File: src/rtl/pipeline_controller.sv
// Stage-enable sequencer for the fetch/decode/execute/memory pipe: pipe fill, LDR-use bubble,
// taken-branch flush, and global freeze on mem_busy. Optional perf counters: PIPE_PERF_COUNTERS_EN.
module pipeline_controller #(
  parameter int FILL_DEPTH   = 2,
  parameter int FLUSH_CYCLES = 2,
  parameter int CNT_WIDTH    = 16
) (
  input  logic                 clk,
  input  logic                 nreset,
  input  logic                 decoder_ready,
  input  logic                 stall_for_ldr,
  input  logic                 branch_taken,
  input  logic                 mem_busy,
  output logic                 fetch_enable,
  output logic                 decoder_enable,
  output logic                 executor_enable,
  output logic                 memory_enable,
  output logic                 executor_bubble,
  output logic                 flush,
`ifdef PIPE_PERF_COUNTERS_EN
  output logic [CNT_WIDTH-1:0] perf_ldr_stalls,
  output logic [CNT_WIDTH-1:0] perf_flushes,
  output logic [CNT_WIDTH-1:0] perf_mem_wait,
`endif
  output logic [1:0]           dbg_state
);

  localparam int FILL_W  = (FILL_DEPTH   > 1) ? $clog2(FILL_DEPTH + 1)   : 1;
  localparam int FLUSH_W = (FLUSH_CYCLES > 1) ? $clog2(FLUSH_CYCLES + 1) : 1;
  localparam logic [FILL_W-1:0]  FILL_LAST  = FILL_W'(FILL_DEPTH - 1);
  localparam logic [FLUSH_W-1:0] FLUSH_LAST = FLUSH_W'(FLUSH_CYCLES - 1);

  if (FILL_DEPTH < 1)   begin : g_bad_fill   $error("FILL_DEPTH must be >= 1");   end
  if (FLUSH_CYCLES < 1) begin : g_bad_flush  $error("FLUSH_CYCLES must be >= 1"); end
  if (CNT_WIDTH < 1)    begin : g_bad_cnt    $error("CNT_WIDTH must be >= 1");    end

  typedef enum logic [1:0] {
    FILL      = 2'd0,
    RUN       = 2'd1,
    LDR_STALL = 2'd2,
    FLUSH     = 2'd3
  } state_t;

  state_t               state_q, state_d;
  logic [FILL_W-1:0]    fill_cnt_q, fill_cnt_d;
  logic [FLUSH_W-1:0]   flush_cnt_q, flush_cnt_d;
  logic                 ldr_served_q, ldr_served_d;

  assign dbg_state = state_q;

  always_ff @(posedge clk or negedge nreset) begin
    if (!nreset) begin
      state_q      <= FILL;
      fill_cnt_q   <= '0;
      flush_cnt_q  <= '0;
      ldr_served_q <= 1'b0;
    end else begin
      state_q      <= state_d;
      fill_cnt_q   <= fill_cnt_d;
      flush_cnt_q  <= flush_cnt_d;
      ldr_served_q <= ldr_served_d;
    end
  end

  // Outputs are combinational so a freeze or flush takes effect in the cycle its input arrives.
  always_comb begin
    state_d         = state_q;
    fill_cnt_d      = fill_cnt_q;
    flush_cnt_d     = flush_cnt_q;
    ldr_served_d    = ldr_served_q;
    fetch_enable    = 1'b0;
    decoder_enable  = 1'b0;
    executor_enable = 1'b0;
    memory_enable   = 1'b0;
    executor_bubble = 1'b0;
    flush           = 1'b0;
    if (nreset && !mem_busy) begin
      case (state_q)
        FILL: begin
          fetch_enable   = 1'b1;
          decoder_enable = (fill_cnt_q != '0);
          if (fill_cnt_q >= FILL_LAST) state_d = RUN;
          else                         fill_cnt_d = fill_cnt_q + 1'b1;
        end
        RUN: begin
          fetch_enable    = 1'b1;
          decoder_enable  = 1'b1;
          executor_enable = 1'b1;
          memory_enable   = 1'b1;
          if (branch_taken) begin
            flush           = 1'b1;
            decoder_enable  = 1'b0;
            executor_bubble = 1'b1;
            flush_cnt_d     = FLUSH_LAST;
            state_d         = (FLUSH_CYCLES == 1) ? RUN : FLUSH;
          end else if (stall_for_ldr && decoder_ready && !ldr_served_q) begin
            fetch_enable    = 1'b0;
            decoder_enable  = 1'b0;
            executor_bubble = 1'b1;
            state_d         = LDR_STALL;
          end else begin
            ldr_served_d = 1'b0;
          end
        end
        LDR_STALL: begin
          fetch_enable    = 1'b1;
          decoder_enable  = 1'b1;
          executor_enable = 1'b1;
          memory_enable   = 1'b1;
          ldr_served_d    = 1'b1;
          state_d         = RUN;
        end
        FLUSH: begin
          fetch_enable    = 1'b1;
          decoder_enable  = 1'b1;
          executor_enable = 1'b1;
          memory_enable   = 1'b1;
          executor_bubble = 1'b1;
          if (flush_cnt_q == '0) state_d = RUN;
          else                   flush_cnt_d = flush_cnt_q - 1'b1;
        end
        default: state_d = FILL;
      endcase
    end
  end

`ifdef PIPE_PERF_COUNTERS_EN
  logic                 ldr_evt, br_evt;
  logic [CNT_WIDTH-1:0] ldr_cnt_q, br_cnt_q, mw_cnt_q;

  assign ldr_evt = (state_q == RUN) && (state_d == LDR_STALL);
  assign br_evt  = (state_q == RUN) && flush;

  // Counters saturate at all-ones rather than wrapping.
  always_ff @(posedge clk or negedge nreset) begin
    if (!nreset) begin
      ldr_cnt_q <= '0;
      br_cnt_q  <= '0;
      mw_cnt_q  <= '0;
    end else begin
      if (ldr_evt && ldr_cnt_q != '1) ldr_cnt_q <= ldr_cnt_q + 1'b1;
      if (br_evt && br_cnt_q != '1)   br_cnt_q  <= br_cnt_q + 1'b1;
      if (mem_busy && mw_cnt_q != '1) mw_cnt_q  <= mw_cnt_q + 1'b1;
    end
  end

  assign perf_ldr_stalls = ldr_cnt_q;
  assign perf_flushes    = br_cnt_q;
  assign perf_mem_wait   = mw_cnt_q;
`endif

endmodule

File: config.mk
export PLATFORM = sky130hd
export DESIGN_NAME = pipeline_controller
export DESIGN_NICKNAME = d
export VERILOG_FILES = /design/src/rtl/pipeline_controller.sv
export SDC_FILE = /design/constraint.sdc
export NUM_CORES = 1
export LEC_CHECK = 0
export ABC_AREA = 1
export CORE_AREA = 2 2 39 41
export DETAILED_ROUTE_END_ITERATION = 8
export DIE_AREA = 0 0 41 43
export GPL_TIMING_DRIVEN = 0
export PLACE_DENSITY = 0.74
export SYNTH_ARGS = -nofsm -noshare
export SYNTH_HDL_FRONTEND = slang
export SYNTH_SLANG_ARGS = --single-unit
File: constraint.sdc
create_clock -name clk -period 1.3 [get_ports clk]
set_input_delay 0.26 -clock clk [delete_from_list [all_inputs] [get_ports clk]]
set_output_delay 0.26 -clock clk [all_outputs]
set_load 0.02 [all_outputs]
Word-level counts from Yosys, hierarchy flattened
Cells that the tools add are included.
Widths: inputs -> output; s select.
Word-level totals
  bits of input ports: 6
  word-level logic and storage cells: 62
  bits in registers: 7
  output and inout bits: 8
Operators by class
  reduce and logical (&&, ||, !) cells: 17
  equality and inequality tests: 10
  multiplexer cells: 27
  bitwise operators: 1
  add/sub/neg operators: 2
  $lt $le $gt $ge: 1
Operators by type and width (count)
  $mux 1: 15
  $mux 2: 6
  $ne 2x2->1 const B: 6
  $reduce_and 4->1: 3
  $pmux 2 s4: 1
  $pmux 1 s2: 3
  $reduce_bool 2->1: 3
  $reduce_or 3->1: 2
  $eq 2x2->1 const B: 2
  $logic_not 2->1: 2
  $pmux 2 s2: 1
  $logic_and 1x1->1: 3
  $ne 3x3->1 const B: 1
  $pmux 1 s3: 1
  $reduce_and 3->1: 1
  $add 2x1->2 const B: 1
  $eq 2x1->1 const B: 1
  $ge 2x1->1 const B: 1
  $logic_not 1->1: 2
  $reduce_or 2->1: 1
  $sub 2x1->2 const B: 1
  $not 1->1: 1

Logic depth before layout (Yosys ltp)
Gate-level depths: netlist of run 1.
  depth in word-level cells: 6
  mapped depth: 8

Worst setup path before layout of run 1
No wires, ideal clock.
  path kind: register -> output
  start: reg state_q[1] (netlist: dbg_state[1])
  end: out decoder_enable
  arrival time: 1.248 ns
  stages on the path, launching flop included: 5
  data required time: 1.040 ns
  path buffers: 0
  path slack: -0.208 ns
  cells stage by stage: dfrtp_1 inv_2 nand2_1 a21oi_1 nor3_1
Between the ends
  cells in the longest elaborated chain, start to end: 4
RTL lines
  start: declaration: RTL line 44  | state_t state_q, state_d;
  start signal: assignment: RTL line 58  | state_q <= state_d;
  $eq 2x2->1: RTL line 78  | case (state_q)
  $reduce_or 2->1 (no line)
  $pmux 1 s3 *: RTL line 78
  $mux 1 *: RTL line 77  | if (nreset && !mem_busy) begin
  end: declaration: RTL line 15  | output logic decoder_enable,
Mark *: on every way between the ends. The rest lies on a longest branch, timed or not.

Worst setup path in the final report of run 1
  start: reg ldr_served_q
  end: out decoder_enable
Between the ends
  cells in the longest elaborated chain, start to end: 6
RTL lines
  start: declaration: RTL line 47  | logic ldr_served_q, ldr_served_d;
  start signal: assignment: RTL line 61  | ldr_served_q <= ldr_served_d;
  $logic_not 1->1: RTL line 96  | end else if (stall_for_ldr && decoder_ready && !ldr_served_q) begin
  $logic_and 1x1->1: RTL line 96
  $mux 1: RTL line 96
  $mux 1: RTL line 90  | if (branch_taken) begin
  $pmux 1 s3: RTL line 78
  $mux 1: RTL line 77
No other way between the ends.

==> impl_metrics.tcl, run 1 <==
set metrics [dict create \
    outcome "finished, violations left" \
    violations "setup timing" \
    fin_util_pct 69.35 \
    yosys_warnings 0 \
    antenna_found_initial 0 \
    worst_pin_slew_ns 0.3633 \
    clkTransAtPathRegs_ns 0.06 \
    coreArea_mm2 0.001384 \
    fin_crit_sh_pct 124.0 \
    synth-xor-area-share_pct 1.659 \
    rrSetupSlack_ns 0.04 \
    whs_ns 0.4307 \
    first_pass_iters 4 \
    seqPwrFrac_pct 21.2 \
    syn_area_um2 528.0 \
    drc 0 \
    yosysSeqAreaShare_pct 33.18 \
    yosys.area.top_type_share_pct 33.18 \
    setup_viol 6 \
    p_int_mw 0.9329 \
    tns_ns -1.236 \
    dieArea_mm2 0.001763 \
    ys_types 23 \
    fin_skew_ns 0.0002772 \
    drive_gt1_share_pct 57.58 \
    ys_ff_latch 7 \
    criticalPathCategory "flip-flop to primary output" \
    first_iter_violations 22 \
    cts_tree "built" \
    min_period_ns 1.612 \
    io_pins 14 \
    avgSynthCellArea_um2 8.000 \
    synthAdderAreaFrac_pct 7.109 \
    die_w_um 41 \
    hold_path.class "input port to asynchronous set/reset pin" \
    cts_sinks 7 \
    finish.instance_area_um2 959.7 \
    synth-simple-area-share_pct 35.55 \
    p_sw_mw 0.8369 \
    synthTopCellsByArea "dfrtp_1 33%, nand2_1 8.5%, inv_1 7.8%, ha_1 7.1%, nand3_2 5.7%" \
    max_freq_mhz 620.2 \
    hpwl_um 852.6 \
    p_sw_share_pct 47.29 \
    syn_inst 66 \
    critPathArrivalTime_ns 1.35 \
    finalHoldViolations 0 \
    setup.worst_path.end_class "primary output" \
    synth_top_family_by_area "simple AND/OR/NAND/NOR gates" \
    rsz0062_at_grt "true" \
    synthTopCellsByCount "12 x nand2_1, 11 x inv_1, 7 x dfrtp_1" \
    synth_edf_count 0 \
    vias_per_cell 5.122 \
    crit_fanout 2 \
    cp-start-kind "flip-flop" \
    power.leakage_nw 0.4697 \
    wirelength_um 1803 \
    syn-num-nets 75 \
    ys.flop_type "dfrtp_1" \
    cts_buffer_depth 2 \
    finalNetCount 109 \
    antenna_cells 0 \
    synth_compound_area_share_pct 9.005 \
    initial_utilization_pct 38.16 \
    yosys.area.top_type "dfrtp_1" \
    total_power_mw 1.770 \
    grt_max_degree 8 \
    placed_area_um2 695.7 \
    post_drt_wl_per_cell_um 15.68 \
    synthArstFlopShare_pct 100.0 \
    grt_pass1_wl_um 2366 \
    ant_nets 0 \
    area_growth_pct 81.75 \
    grt_overflow_total 0 \
    fillCellCount 95 \
    gp_congestion 0.7433 \
    dp_slack_ns -1.320 \
    synthMuxAreaShare_pct 0 \
    vdd_drop_max_mv 0.9588 \
    port_buffers 13 \
    cp.required_ns 1.04 \
    post-place-cells 95 \
    combPwrFrac_pct 66.0 \
    final_cells 115 \
    vias 589 \
    yosysMostFrequentCell "nand2_1" \
    die_h_um 43 \
    power_density_mw_per_mm2 1844 \
    numCtsBuffers 3 \
    maxSlewViolCount 0 \
    maxSlewHeadroom_pct 75.70 \
    grt_pass1_vias 537 \
    grt_usage_pct 20.48 \
    htreeDepth 1 \
    cts-root-buf "clkbuf_4" \
    maxCapViolations 0 \
    worst_slack_ns -0.3123 \
    clkPwrFrac_pct 12.7 \
    rows 14 \
    clkLatencyLatePin_ns 0.27 \
]
[placed cells by master (no fill, tap or decap), types with 2 or more instances in the layout]
master,n
nand2_1,10
inv_2,6
nand2_4,3
dlygate4sd2_1,4
o21ai_1,2
nand3_1,3
clkbuf_4,3
nor2_4,6
buf_4,16
ha_4,2
dfrtp_1,6
inv_1,6
nand3_4,3
o21bai_1,2
nor3_2,2
inv_4,2
buf_6,7
[final cells by class]
cell class	count	area (µm²)	area share (%)
plain buffers	2	22.52	2.347
clock buffers	4	26.28	2.738
inverters	14	57.56	5.997
multi-input cells	43	400.4	41.72
flip-flops and latches	7	176.4	18.38
well taps	16	20.02	2.086
repair buffers	29	256.5	26.73
[layer usage]
layer	up-vias	GRT usage, %	part of all wire, %	routed length (µm)
met5	-	0	0	0
met4	0	12.00	2.6	46
met3	7	5.236	5.5	100
met2	28	34.69	50	904
met1	279	20.92	42	751
li1	275	-	-	-
[final timing paths]
path / cells past startpoint / end / start
max: 4 / decoder_enable / ldr_served_q$_DFFE_PN0P_
min: 2 / flush_cnt_q[0]$_DFFE_PN0P_ / nreset
max reg2reg: 6 / dbg_state[1]$_DFFE_PN0P_ / dbg_state[0]$_DFFE_PN0P_
min reg2reg: 2 / flush_cnt_q[1]$_DFFE_PN0P_ / flush_cnt_q[1]$_DFFE_PN0P_
max in group asynchronous: 2 / dbg_state[1]$_DFFE_PN0P_ / nreset
min in group clk: 5 / ldr_served_q$_DFFE_PN0P_ / nreset
[logic make-up after synthesis]
group,after synthesis
xor+xnor,1
simple gates,31
buf+inv,16
compound gates,8
flops,7
fa+ha+maj,3
[worst max-delay path, stage by stage, from the launching register on]
cell	delay (ns)
dfrtp_1	0.38
nand3b_1	0.26
a21oi_4	0.23
nor3_2	0.06
buf_4	0.15
[sequential cells by signal (all words and copies together) (netlist names)]
| name | cells |
|---|---|
| dbg_state | 2 |
| flush_cnt_q | 2 |
| ldr_served_q | 1 |
| fill_cnt_q | 2 |
[power groups by stage]
| stage | clock [mW] | sequential (mW) | combinational, mW |
|---|---|---|---|
| CTS | 0.218 | 0.364 | 0.934 |
| global route | 0.239 | 0.384 | 1.24 |
| floorplan | 0 | 0.387 | 0.469 |
| detailed placement | 0 | 0.359 | 0.719 |
| global placement | 0 | 0.354 | 0.703 |
| finish | 0.225 | 0.376 | 1.17 |
[what timing repair did]
item	in CTS	in global routing
setup buffers	13	5
gates resized for setup	59	18
setup endpoints to repair	15	9
hold buffers	1	0
endpoints found under the hold margin	7	0
pin swaps	9	9
No activity file was read; power rests on OpenSTA's default activity.
==> run 2: changes to the inputs <==
==> constraint.sdc (replaced) <==
create_clock -name clk -period 2 [get_ports clk]
set_input_delay 0.4 -clock clk [delete_from_list [all_inputs] [get_ports clk]]
set_output_delay 0.4 -clock clk [all_outputs]
set_load 0.02 [all_outputs]
==> impl_metrics.tcl, run 2 (same netlist as run 1, synthesis figures left out) <==
set metrics [dict create \
    hpwl_um 775.8 \
    coreArea_mm2 0.001384 \
    post_drt_wl_per_cell_um 10.01 \
    htreeDepth 1 \
    cts_buffer_depth 2 \
    dp_slack_ns -0.8890 \
    grt_pass1_wl_um 1738 \
    numCtsBuffers 3 \
    finish.instance_area_um2 703.2 \
    drive_gt1_share_pct 24.71 \
    io_pins 14 \
    initial_utilization_pct 38.16 \
    antenna_cells 0 \
    port_buffers 13 \
    gp_congestion 0.7450 \
    hold_path.class "flip-flop to flip-flop" \
    final_common_cell "nand2_1" \
    critPathArrivalTime_ns 1.56 \
    maxCapViolations 0 \
    vias 475 \
    grt_max_degree 9 \
    fin_skew_ns 0.0002310 \
    vdd_drop_max_mv 0.4604 \
    crit_path_cell_trace "clkdlybuf4s50_1 -> nor2_4 -> buf_4 -> nand2_4 -> o21ai_0 -> clkdlybuf4s15_1" \
    outcome "finished clean" \
    cp_top_family "buffers and inverters" \
    wl_met2_um 465 \
    drc 0 \
    min_period_ns 1.959 \
    cts_sinks 7 \
    final_cell_mix "12 x nand2_1, 10 x inv_1, 7 x dfrtp_1" \
    wirelength_um 1011 \
    die_h_um 43 \
    finalHoldViolations 0 \
    vias_per_cell 4.703 \
    cts-root-buf "clkbuf_4" \
    crit_fanout 4 \
    fin_crit_sh_pct 97.94 \
    power.leakage_nw 0.3782 \
    drt-met1-wl_um 443 \
    wl_met3_um 58 \
    slowest_stage "clkdlybuf4s50_1" \
    dieArea_mm2 0.001763 \
    fillCellCount 144 \
    clkLatencyLatePin_ns 0.26 \
    power_density_mw_per_mm2 1126 \
    antenna_found_initial 0 \
    cts_tree "built" \
    worst-path-buf-inv 3 \
    criticalPathCategory "input port to primary output" \
    grt_usage_pct 15.57 \
    grt_overflow_total 0 \
    maxSlewViolCount 0 \
    first_iter_violations 3 \
    ant_nets 0 \
    cp-start-kind "input port" \
    worst_slack_ns 0.04116 \
    maxSlewHeadroom_pct 75.08 \
    max_freq_mhz 510.5 \
    die_w_um 41 \
    cp.required_ns 1.60 \
    rows 14 \
    area_growth_pct 33.18 \
    clkTransAtPathRegs_ns 0.06 \
    total_power_mw 0.7916 \
    grt_pass1_vias 431 \
    topRoutingLayerUsed "met4" \
    setup_viol 0 \
    setup.worst_path.end_class "primary output" \
    worst_pin_slew_ns 0.3726 \
    crit_path_max_incr_delay_ns 0.44 \
    first_pass_iters 2 \
    placed_area_um2 678.2 \
    finalNetCount 95 \
    whs_ns 0.4737 \
    rsz0062_at_grt "false" \
]
## run 2: cell count changes in the layout (fill, tap and decap cells not counted), moves of 3 or more
cell,change
nor2_1,+3
nor2_4,-4
buf_6,-6
inv_1,+4
clkdlybuf4s50_1,+5
buf_4,-14
## run 2: repair_timing
action                                 in CTS  in global routing
hold buffers                                0                  1
pin swaps                                   1                  0
gates resized for setup                    14                  5
buffers inserted                            1                  0
setup endpoints to repair                   6                  6
endpoints found under the hold margin       0                  7
## run 2: worst paths after layout
path	from	endpoint	slack [ns]	cells after the start
worst max-delay path	mem_busy	fetch_enable	0.04	6
worst min-delay path	flush_cnt_q[1]$_DFFE_PN0P_	flush_cnt_q[1]$_DFFE_PN0P_	0.47	2
worst max register to register	flush_cnt_q[0]$_DFFE_PN0P_	dbg_state[1]$_DFFE_PN0P_	0.85	7
worst min register to register	flush_cnt_q[1]$_DFFE_PN0P_	flush_cnt_q[1]$_DFFE_PN0P_	0.47	2
max in group asynchronous	nreset	flush_cnt_q[0]$_DFFE_PN0P_	1.15	2
min in group asynchronous	nreset	ldr_served_q$_DFFE_PN0P_	0.59	2
## run 2: worst min-delay path, delay by kind of cell (launching register included)
| kind | cells | cell delay (ns) |
|---|---|---|
| flops | 1 | 0.34 |
| simple gates | 2 | 0.10 |
## run 2: area by class of cell
class / count / area, µm² / share of cell area (%)
plain buffers: 2 / 18.77 / 2.669
clock buffers: 4 / 26.28 / 3.737
inverters: 14 / 52.55 / 7.473
multi-input cells: 43 / 281.5 / 40.04
flip-flops and latches: 7 / 175.2 / 24.91
well taps: 16 / 20.02 / 2.847
repair buffers: 15 / 128.9 / 18.33
## run 2: per-layer routing
layer,GRT usage [%],vias to the layer above
met3,4.712,5
met2,22.19,13
met1,17.43,212
met5,0,-
li1,-,245
met4,14.00,0
## run 2: power breakdown
part | total, mW | switching, mW | internal [mW] | leakage [nW]
clock | 0.137 | 0.0600 | 0.0767 | 0.0150
combinational | 0.427 | 0.250 | 0.177 | 0.284
sequential | 0.228 | 0.0360 | 0.192 | 0.0789
total | 0.792 | 0.346 | 0.445 | 0.378
## run 2: per-stage QoR
step	util [%]	instances	setup TNS [ns]
finish	50.81	101	0
global route	50.81	101	0
CTS	51.18	100	0
detailed placement	49.01	95	-4.598
global placement	49.01	95	-4.591
floorplan	-	66	0
